**config.mk**
```make
export PLATFORM = sky130hd
export DESIGN_NAME = mem_port_arbiter
export DESIGN_NICKNAME = d
export VERILOG_FILES = /design/src/rtl/mem_port_arbiter.sv
export SDC_FILE = /design/constraint.sdc
export NUM_CORES = 1
export LEC_CHECK = 0
export BUFFER_PORTS_ARGS = -buffer_cell sky130_fd_sc_hd__buf_2
export CAP_MARGIN = 10
export CORE_MARGIN = 2
export CORE_UTILIZATION = 52
export DETAILED_ROUTE_END_ITERATION = 10
export GPL_TIMING_DRIVEN = 0
export PLACE_DENSITY = 0.95
export SETUP_SLACK_MARGIN = 0.2
export SKIP_LAST_GASP = 1
export SYNTH_ARGS = -nofsm -noshare
export SYNTH_HDL_FRONTEND = slang
export SYNTH_SLANG_ARGS = --single-unit
```
**constraint.sdc**
```tcl
create_clock -name clk -period 4.42 [get_ports clk]
set_input_delay 0.221 -clock clk [delete_from_list [all_inputs] [get_ports clk]]
set_output_delay 0.221 -clock clk [all_outputs]
set_load 0.1 [all_outputs]
```
**src/rtl/mem_port_arbiter.sv**
```systemverilog
// Shares one memory port between instruction fetch and data access: serialises
// transactions, steers byte lanes and stalls until ack. Macro MEM_PORT_ARB_RR_EN
// selects round-robin arbitration (default: data has fixed priority).
//
// state   | meaning
// IDLE    | sample requests, pick winner, register address/be/wdata/we
// ISSUE   | mem_req held with stable outputs until mem_gnt
// WAIT    | wait for mem_rvalid, capture read data
// DONE    | one-cycle ack to the winner

`ifndef MEMORY_MODE_WIDTH
`define MEMORY_MODE_WIDTH 2
`endif

module mem_port_arbiter #(
  parameter int ADDR_WIDTH = 32,
  parameter int DATA_WIDTH = 32,
  parameter int MODE_WIDTH = `MEMORY_MODE_WIDTH
) (
  input  logic                  clk,
  input  logic                  rst_n,
  input  logic                  if_req,
  input  logic [ADDR_WIDTH-1:0] if_addr,
  output logic [DATA_WIDTH-1:0] if_rdata,
  output logic                  if_ack,
  input  logic                  d_read,
  input  logic                  d_write,
  input  logic [MODE_WIDTH-1:0] d_mode,
  input  logic [ADDR_WIDTH-1:0] d_addr,
  input  logic [DATA_WIDTH-1:0] d_wdata,
  output logic [DATA_WIDTH-1:0] d_rdata,
  output logic                  d_ack,
  output logic                  d_misaligned,
  output logic                  stall,
  output logic                  mem_req,
  input  logic                  mem_gnt,
  output logic                  mem_we,
  output logic [ADDR_WIDTH-1:0] mem_addr,
  output logic [3:0]            mem_be,
  output logic [DATA_WIDTH-1:0] mem_wdata,
  input  logic                  mem_rvalid,
  input  logic [DATA_WIDTH-1:0] mem_rdata
);

  // Mode codes: 0 = byte, 1 = halfword, anything else = word.
  localparam logic [MODE_WIDTH-1:0] MODE_BYTE = MODE_WIDTH'(0);
  localparam logic [MODE_WIDTH-1:0] MODE_HALF = MODE_WIDTH'(1);
  localparam logic [ADDR_WIDTH-1:0] WORD_MASK = ~ADDR_WIDTH'(3);

  typedef enum logic [1:0] {S_IDLE, S_ISSUE, S_WAIT, S_DONE} state_t;

  function automatic logic misaligned(input logic [MODE_WIDTH-1:0] m, input logic [1:0] lo);
    if (m == MODE_BYTE)      return 1'b0;
    else if (m == MODE_HALF) return lo[0];
    else                     return |lo;
  endfunction

  function automatic logic [3:0] be_of(input logic [MODE_WIDTH-1:0] m, input logic [1:0] lo);
    if (m == MODE_BYTE)      return 4'b0001 << lo;
    else if (m == MODE_HALF) return lo[1] ? 4'b1100 : 4'b0011;
    else                     return 4'b1111;
  endfunction

  function automatic logic [DATA_WIDTH-1:0] wdata_of(input logic [MODE_WIDTH-1:0] m,
                                                    input logic [DATA_WIDTH-1:0] w);
    if (m == MODE_BYTE)      return {(DATA_WIDTH/8){w[7:0]}};
    else if (m == MODE_HALF) return {(DATA_WIDTH/16){w[15:0]}};
    else                     return w;
  endfunction

  function automatic logic [DATA_WIDTH-1:0] rdata_of(input logic [MODE_WIDTH-1:0] m,
                                                    input logic [1:0] lo,
                                                    input logic [DATA_WIDTH-1:0] r);
    logic [DATA_WIDTH-1:0] s;
    s = r >> {lo, 3'b000};
    if (m == MODE_BYTE)      return {{(DATA_WIDTH-8){1'b0}}, s[7:0]};
    else if (m == MODE_HALF) return {{(DATA_WIDTH-16){1'b0}}, s[15:0]};
    else                     return s;
  endfunction

  state_t                state_q, state_d;
  logic                  win_data_q, win_data_d;
  logic [MODE_WIDTH-1:0] mode_q, mode_d;
  logic [1:0]            lo_q, lo_d;
  logic                  mem_req_q, mem_req_d;
  logic                  mem_we_q, mem_we_d;
  logic [ADDR_WIDTH-1:0] mem_addr_q, mem_addr_d;
  logic [3:0]            mem_be_q, mem_be_d;
  logic [DATA_WIDTH-1:0] mem_wdata_q, mem_wdata_d;
  logic                  if_ack_q, if_ack_d;
  logic                  d_ack_q, d_ack_d;
  logic                  mis_q, mis_d;
  logic [DATA_WIDTH-1:0] if_rdata_q, if_rdata_d;
  logic [DATA_WIDTH-1:0] d_rdata_q, d_rdata_d;
  logic                  d_pend, d_mis, pick_data;

  assign d_pend = d_read | d_write;
  assign d_mis  = misaligned(d_mode, d_addr[1:0]);

`ifdef MEM_PORT_ARB_RR_EN
  logic last_data_q, last_data_d;
  // Data wins a tie only if fetch was the last one served.
  assign pick_data = d_pend & (~if_req | ~last_data_q);
`else
  assign pick_data = d_pend;
`endif

  always_comb begin
    state_d     = state_q;
    win_data_d  = win_data_q;
    mode_d      = mode_q;
    lo_d        = lo_q;
    mem_we_d    = mem_we_q;
    mem_addr_d  = mem_addr_q;
    mem_be_d    = mem_be_q;
    mem_wdata_d = mem_wdata_q;
    if_rdata_d  = if_rdata_q;
    d_rdata_d   = d_rdata_q;
    if_ack_d    = 1'b0;
    d_ack_d     = 1'b0;
    mis_d       = 1'b0;
`ifdef MEM_PORT_ARB_RR_EN
    last_data_d = last_data_q;
`endif
    case (state_q)
      S_IDLE: begin
        if (if_req | d_pend) begin
          win_data_d = pick_data;
`ifdef MEM_PORT_ARB_RR_EN
          last_data_d = pick_data;
`endif
          if (pick_data) begin
            mode_d = d_mode;
            lo_d   = d_addr[1:0];
            if (d_mis) begin
              mis_d     = 1'b1;
              d_ack_d   = 1'b1;
              d_rdata_d = '0;
              mem_we_d  = 1'b0;
              state_d   = S_DONE;
            end else begin
              mem_we_d    = d_write;
              mem_addr_d  = d_addr & WORD_MASK;
              mem_be_d    = be_of(d_mode, d_addr[1:0]);
              mem_wdata_d = wdata_of(d_mode, d_wdata);
              state_d     = S_ISSUE;
            end
          end else begin
            mem_we_d   = 1'b0;
            mem_addr_d = if_addr & WORD_MASK;
            mem_be_d   = 4'b1111;
            state_d    = S_ISSUE;
          end
        end
      end
      S_ISSUE: if (mem_gnt) state_d = S_WAIT;
      S_WAIT: begin
        if (mem_rvalid) begin
          mem_we_d = 1'b0;
          state_d  = S_DONE;
          if (win_data_q) begin
            d_ack_d = 1'b1;
            if (!mem_we_q) d_rdata_d = rdata_of(mode_q, lo_q, mem_rdata);
          end else begin
            if_ack_d   = 1'b1;
            if_rdata_d = mem_rdata;
          end
        end
      end
      S_DONE:  state_d = S_IDLE;
      default: state_d = S_IDLE;
    endcase
    mem_req_d = (state_d == S_ISSUE);
  end

  always_ff @(posedge clk or negedge rst_n) begin
    if (!rst_n) begin
      state_q     <= S_IDLE;
      win_data_q  <= 1'b0;
      mode_q      <= '0;
      lo_q        <= '0;
      mem_req_q   <= 1'b0;
      mem_we_q    <= 1'b0;
      mem_addr_q  <= '0;
      mem_be_q    <= '0;
      mem_wdata_q <= '0;
      if_ack_q    <= 1'b0;
      d_ack_q     <= 1'b0;
      mis_q       <= 1'b0;
      if_rdata_q  <= '0;
      d_rdata_q   <= '0;
    end else begin
      state_q     <= state_d;
      win_data_q  <= win_data_d;
      mode_q      <= mode_d;
      lo_q        <= lo_d;
      mem_req_q   <= mem_req_d;
      mem_we_q    <= mem_we_d;
      mem_addr_q  <= mem_addr_d;
      mem_be_q    <= mem_be_d;
      mem_wdata_q <= mem_wdata_d;
      if_ack_q    <= if_ack_d;
      d_ack_q     <= d_ack_d;
      mis_q       <= mis_d;
      if_rdata_q  <= if_rdata_d;
      d_rdata_q   <= d_rdata_d;
    end
  end

`ifdef MEM_PORT_ARB_RR_EN
  always_ff @(posedge clk or negedge rst_n) begin
    if (!rst_n) last_data_q <= 1'b0;
    else        last_data_q <= last_data_d;
  end
`endif

  assign mem_req      = mem_req_q;
  assign mem_we       = mem_we_q;
  assign mem_addr     = mem_addr_q;
  assign mem_be       = mem_be_q;
  assign mem_wdata    = mem_wdata_q;
  assign if_ack       = if_ack_q;
  assign d_ack        = d_ack_q;
  assign d_misaligned = mis_q;
  assign if_rdata     = if_rdata_q;
  assign d_rdata      = d_rdata_q;
  assign stall        = (if_req & ~if_ack) | (d_pend & ~d_ack);

endmodule
```
==> flow_summary.toml <==
[synthesis]
netlist_area_um2 = 6620
ys_seq_elements = 142
synthDistinctLibCells = 33
synth_cells = 576
seq_area_frac_synth_pct = 53.7
avgSynthCellArea_um2 = 11.5
yosys_warnings = 0

[detailed_routing]
drtAntennaViolNets = 0
avgRoutedWirePerCell_um = 18.6
wirelength_um = 19600
num_vias = 5791
drc = 0
first_pass_iters = 4
first_iter_violations = 454
vias_per_cell = 5.50

[min_path]
hold_path.class = "primary input to flip-flop"

[global_route]
gr-total-overflow = 0
grt_max_degree = 90
track_usage_pct = 29.4
antenna_found_initial = 0
grt_pass1_wl_um = 30200
grt_pass1_vias = 5857

[critical_path]
path_class = "flip-flop to flip-flop"
r2r_slack_ps = 2370
cp.arrival_ps = 2340
critPathLaunchType = "flip-flop"
cp-endpoint = "if_rdata[5]"
required_ps = 4710
startpoint = "state_q[1]"
timing.rr.end = "if_rdata[5]"
end_kind = "flip-flop"
reg2reg_from = "state_q[1]"
r2r_cells = 6
path_max_fanout = 10

[clock_tree]
h-tree-depth = 4
cts_resized = 0
cts_hold_buf = 1
tritoncts = "yes"
clock_sinks = 142
cts-buffers-inserted = 17
clk_latency_ps = 420
post_cts_buffers = 0
cts-root-buf = "clkbuf_16"
clkSlewWorstSetupHoldPaths_ps = 60
cts_max_path_buffers = 2

[layout]
layout.cells.non_filler = 1053
layout.nets = 1005
diodes = 0
synthToLayoutAreaGrowth_pct = 33.1
num-fill-cells = 953
drive_gt1_share_pct = 45.1

[die]
start_util_pct = 52.9
io_pins = 275
die_area_um2 = 13600
core_um2 = 12500
die_w_um = 117
rows = 41
die_h_um = 117

[timing]
post-route-period-util_pct = 46.4
min_period_ps = 2050
drv_slew = 0
setup_viol = 0
worstMarginPinSlew_ps = 1110
holdWs_ps = 57.0
clock_skew_ps = 11.5
rsz0062_at_grt = "no"
fin_setup_tns_ps = 0
hold_violations = 0
timing.fmax_mhz = 488
relSlewSlack_pct = 25.5

[placed_design]
place_inst = 1020
dp_hpwl_um = 14600
gp_congestion = 0.844
port_buffers = 270

[run]
cap_violations = 0

[status]
status = "complete, no violations"
==> how the worst min path moves through the flow <==
stage	from	end	slack, ps	depth (start not counted)
2_1_floorplan	rst_n	d_ack	-70	0
3_3_place_gp	mem_wdata[14]	mem_wdata[14]	460	2
3_5_place_dp	rst_n	d_rdata[24]	200	1
4_1_cts	mem_rdata[1]	if_rdata[1]	40	2
5_1_grt	mem_rdata[2]	if_rdata[2]	40	2
6_report	mem_rdata[2]	if_rdata[2]	60	2
==> area by class of cell <==
cell class	count	area (um^2)	area share [%]
inverter	12	45.0	0.511
clock inverter	14	146	1.66
multi-input combinational	384	2820	32.0
timing repair buffer	272	1400	15.8
clock buffer	18	429	4.87
sequential	142	3550	40.3
buffer	39	205	2.33
tap	172	215	2.44
==> layout by cell type, fill, tap and decap left out, types with 3 or more instances in the layout <==
master      synthesis  routed
mux2i_1            78      78
inv_1              12      12
a211oi_1           18      18
o21ai_0            60      60
clkinvlp_4          0       3
clkbuf_16           0      17
a2bb2oi_1           7       7
nor2b_1            10      10
mux2_2             46      46
clkbuf_1           16      17
clkinv_2            0       4
dfrtp_1           142     142
clkinv_4            0       5
buf_6               4       5
buf_2              17     286
nand2_1            76      76
nor2_1             31      31
mux2_4             22      22
a21oi_1            13      13
==> cell usage after synthesis, drive strengths merged <==
master / count / area (um^2)
o22a: 2 / 17.5
o21bai: 1 / 7.51
nor2: 33 / 134
a211oi: 18 / 135
or2: 2 / 12.5
nand3: 2 / 10.0
mux2i: 78 / 781
and3: 1 / 6.26
o211ai: 1 / 7.51
o21ai: 61 / 305
nand4bb: 1 / 11.3
buf: 23 / 145
o311ai: 1 / 16.3
or3: 2 / 12.5
inv: 12 / 45.0
o21a: 2 / 15.0
nand2: 76 / 285
a21oi: 13 / 65.1
o22ai: 1 / 6.26
conb: 1 / 3.75
a2bb2oi: 7 / 61.3
nor2b: 10 / 62.6
nand2b: 2 / 12.5
dfrtp: 142 / 3550
mux2: 68 / 848
clkbuf: 16 / 60.1
==> layer usage <==
metal / wire, um / up-vias / global-route usage, %
met5: 0 / - / 0
met4: 885 / 0 / 18.7
met3: 1600 / 71 / 8.44
met2: 9680 / 320 / 48.0
met1: 7460 / 2810 / 34.2
li1: - / 2590 / -
==> cells by family (layout without fill, tap and decap cells) <==
logic type / after synthesis / after routing / synth area share, %
other: 1 / 2 / 0.0566
buffers and inverters: 51 / 355 / 3.78
flip-flops: 142 / 142 / 53.7
multiplexers: 146 / 146 / 24.6
AND/OR/NAND/NOR: 129 / 129 / 8.26
AO/OA/AOI/OAI: 107 / 107 / 9.62
==> worst max-delay path, stage by stage, from the launching register on <==
cell and delay [ps]:
dfrtp_1 350, buf_6 130, nor2b_1 210, nand2_1 70, nor2_1 380, buf_2 380
mux2_2 400
==> stage by stage <==
| stage | util [%] | worst slack, ps | cell area, um^2 |
|---|---|---|---|
| 2_1_floorplan | - | 1830 | 6620 |
| 3_3_place_gp | 65.4 | 1220 | 8190 |
| 3_5_place_dp | 65.7 | 2350 | 8220 |
| 4_1_cts | 70.4 | 2340 | 8810 |
| 5_1_grt | 70.4 | 2180 | 8810 |
| 6_report | 70.4 | 2370 | 8810 |
==> flip-flops by register name, summed over array words and instances (netlist names), 2 cells and up <==
| register | cells |
|---|---|
| mem_be | 4 |
| d_rdata | 32 |
| if_rdata | 32 |
| mem_addr | 30 |
| mem_wdata | 32 |
| lo_q | 2 |
| mode_q | 2 |
| state_q | 2 |
Power is not shown: default switching activity piles up to over one toggle a cycle in this logic, so the estimate is an artifact.
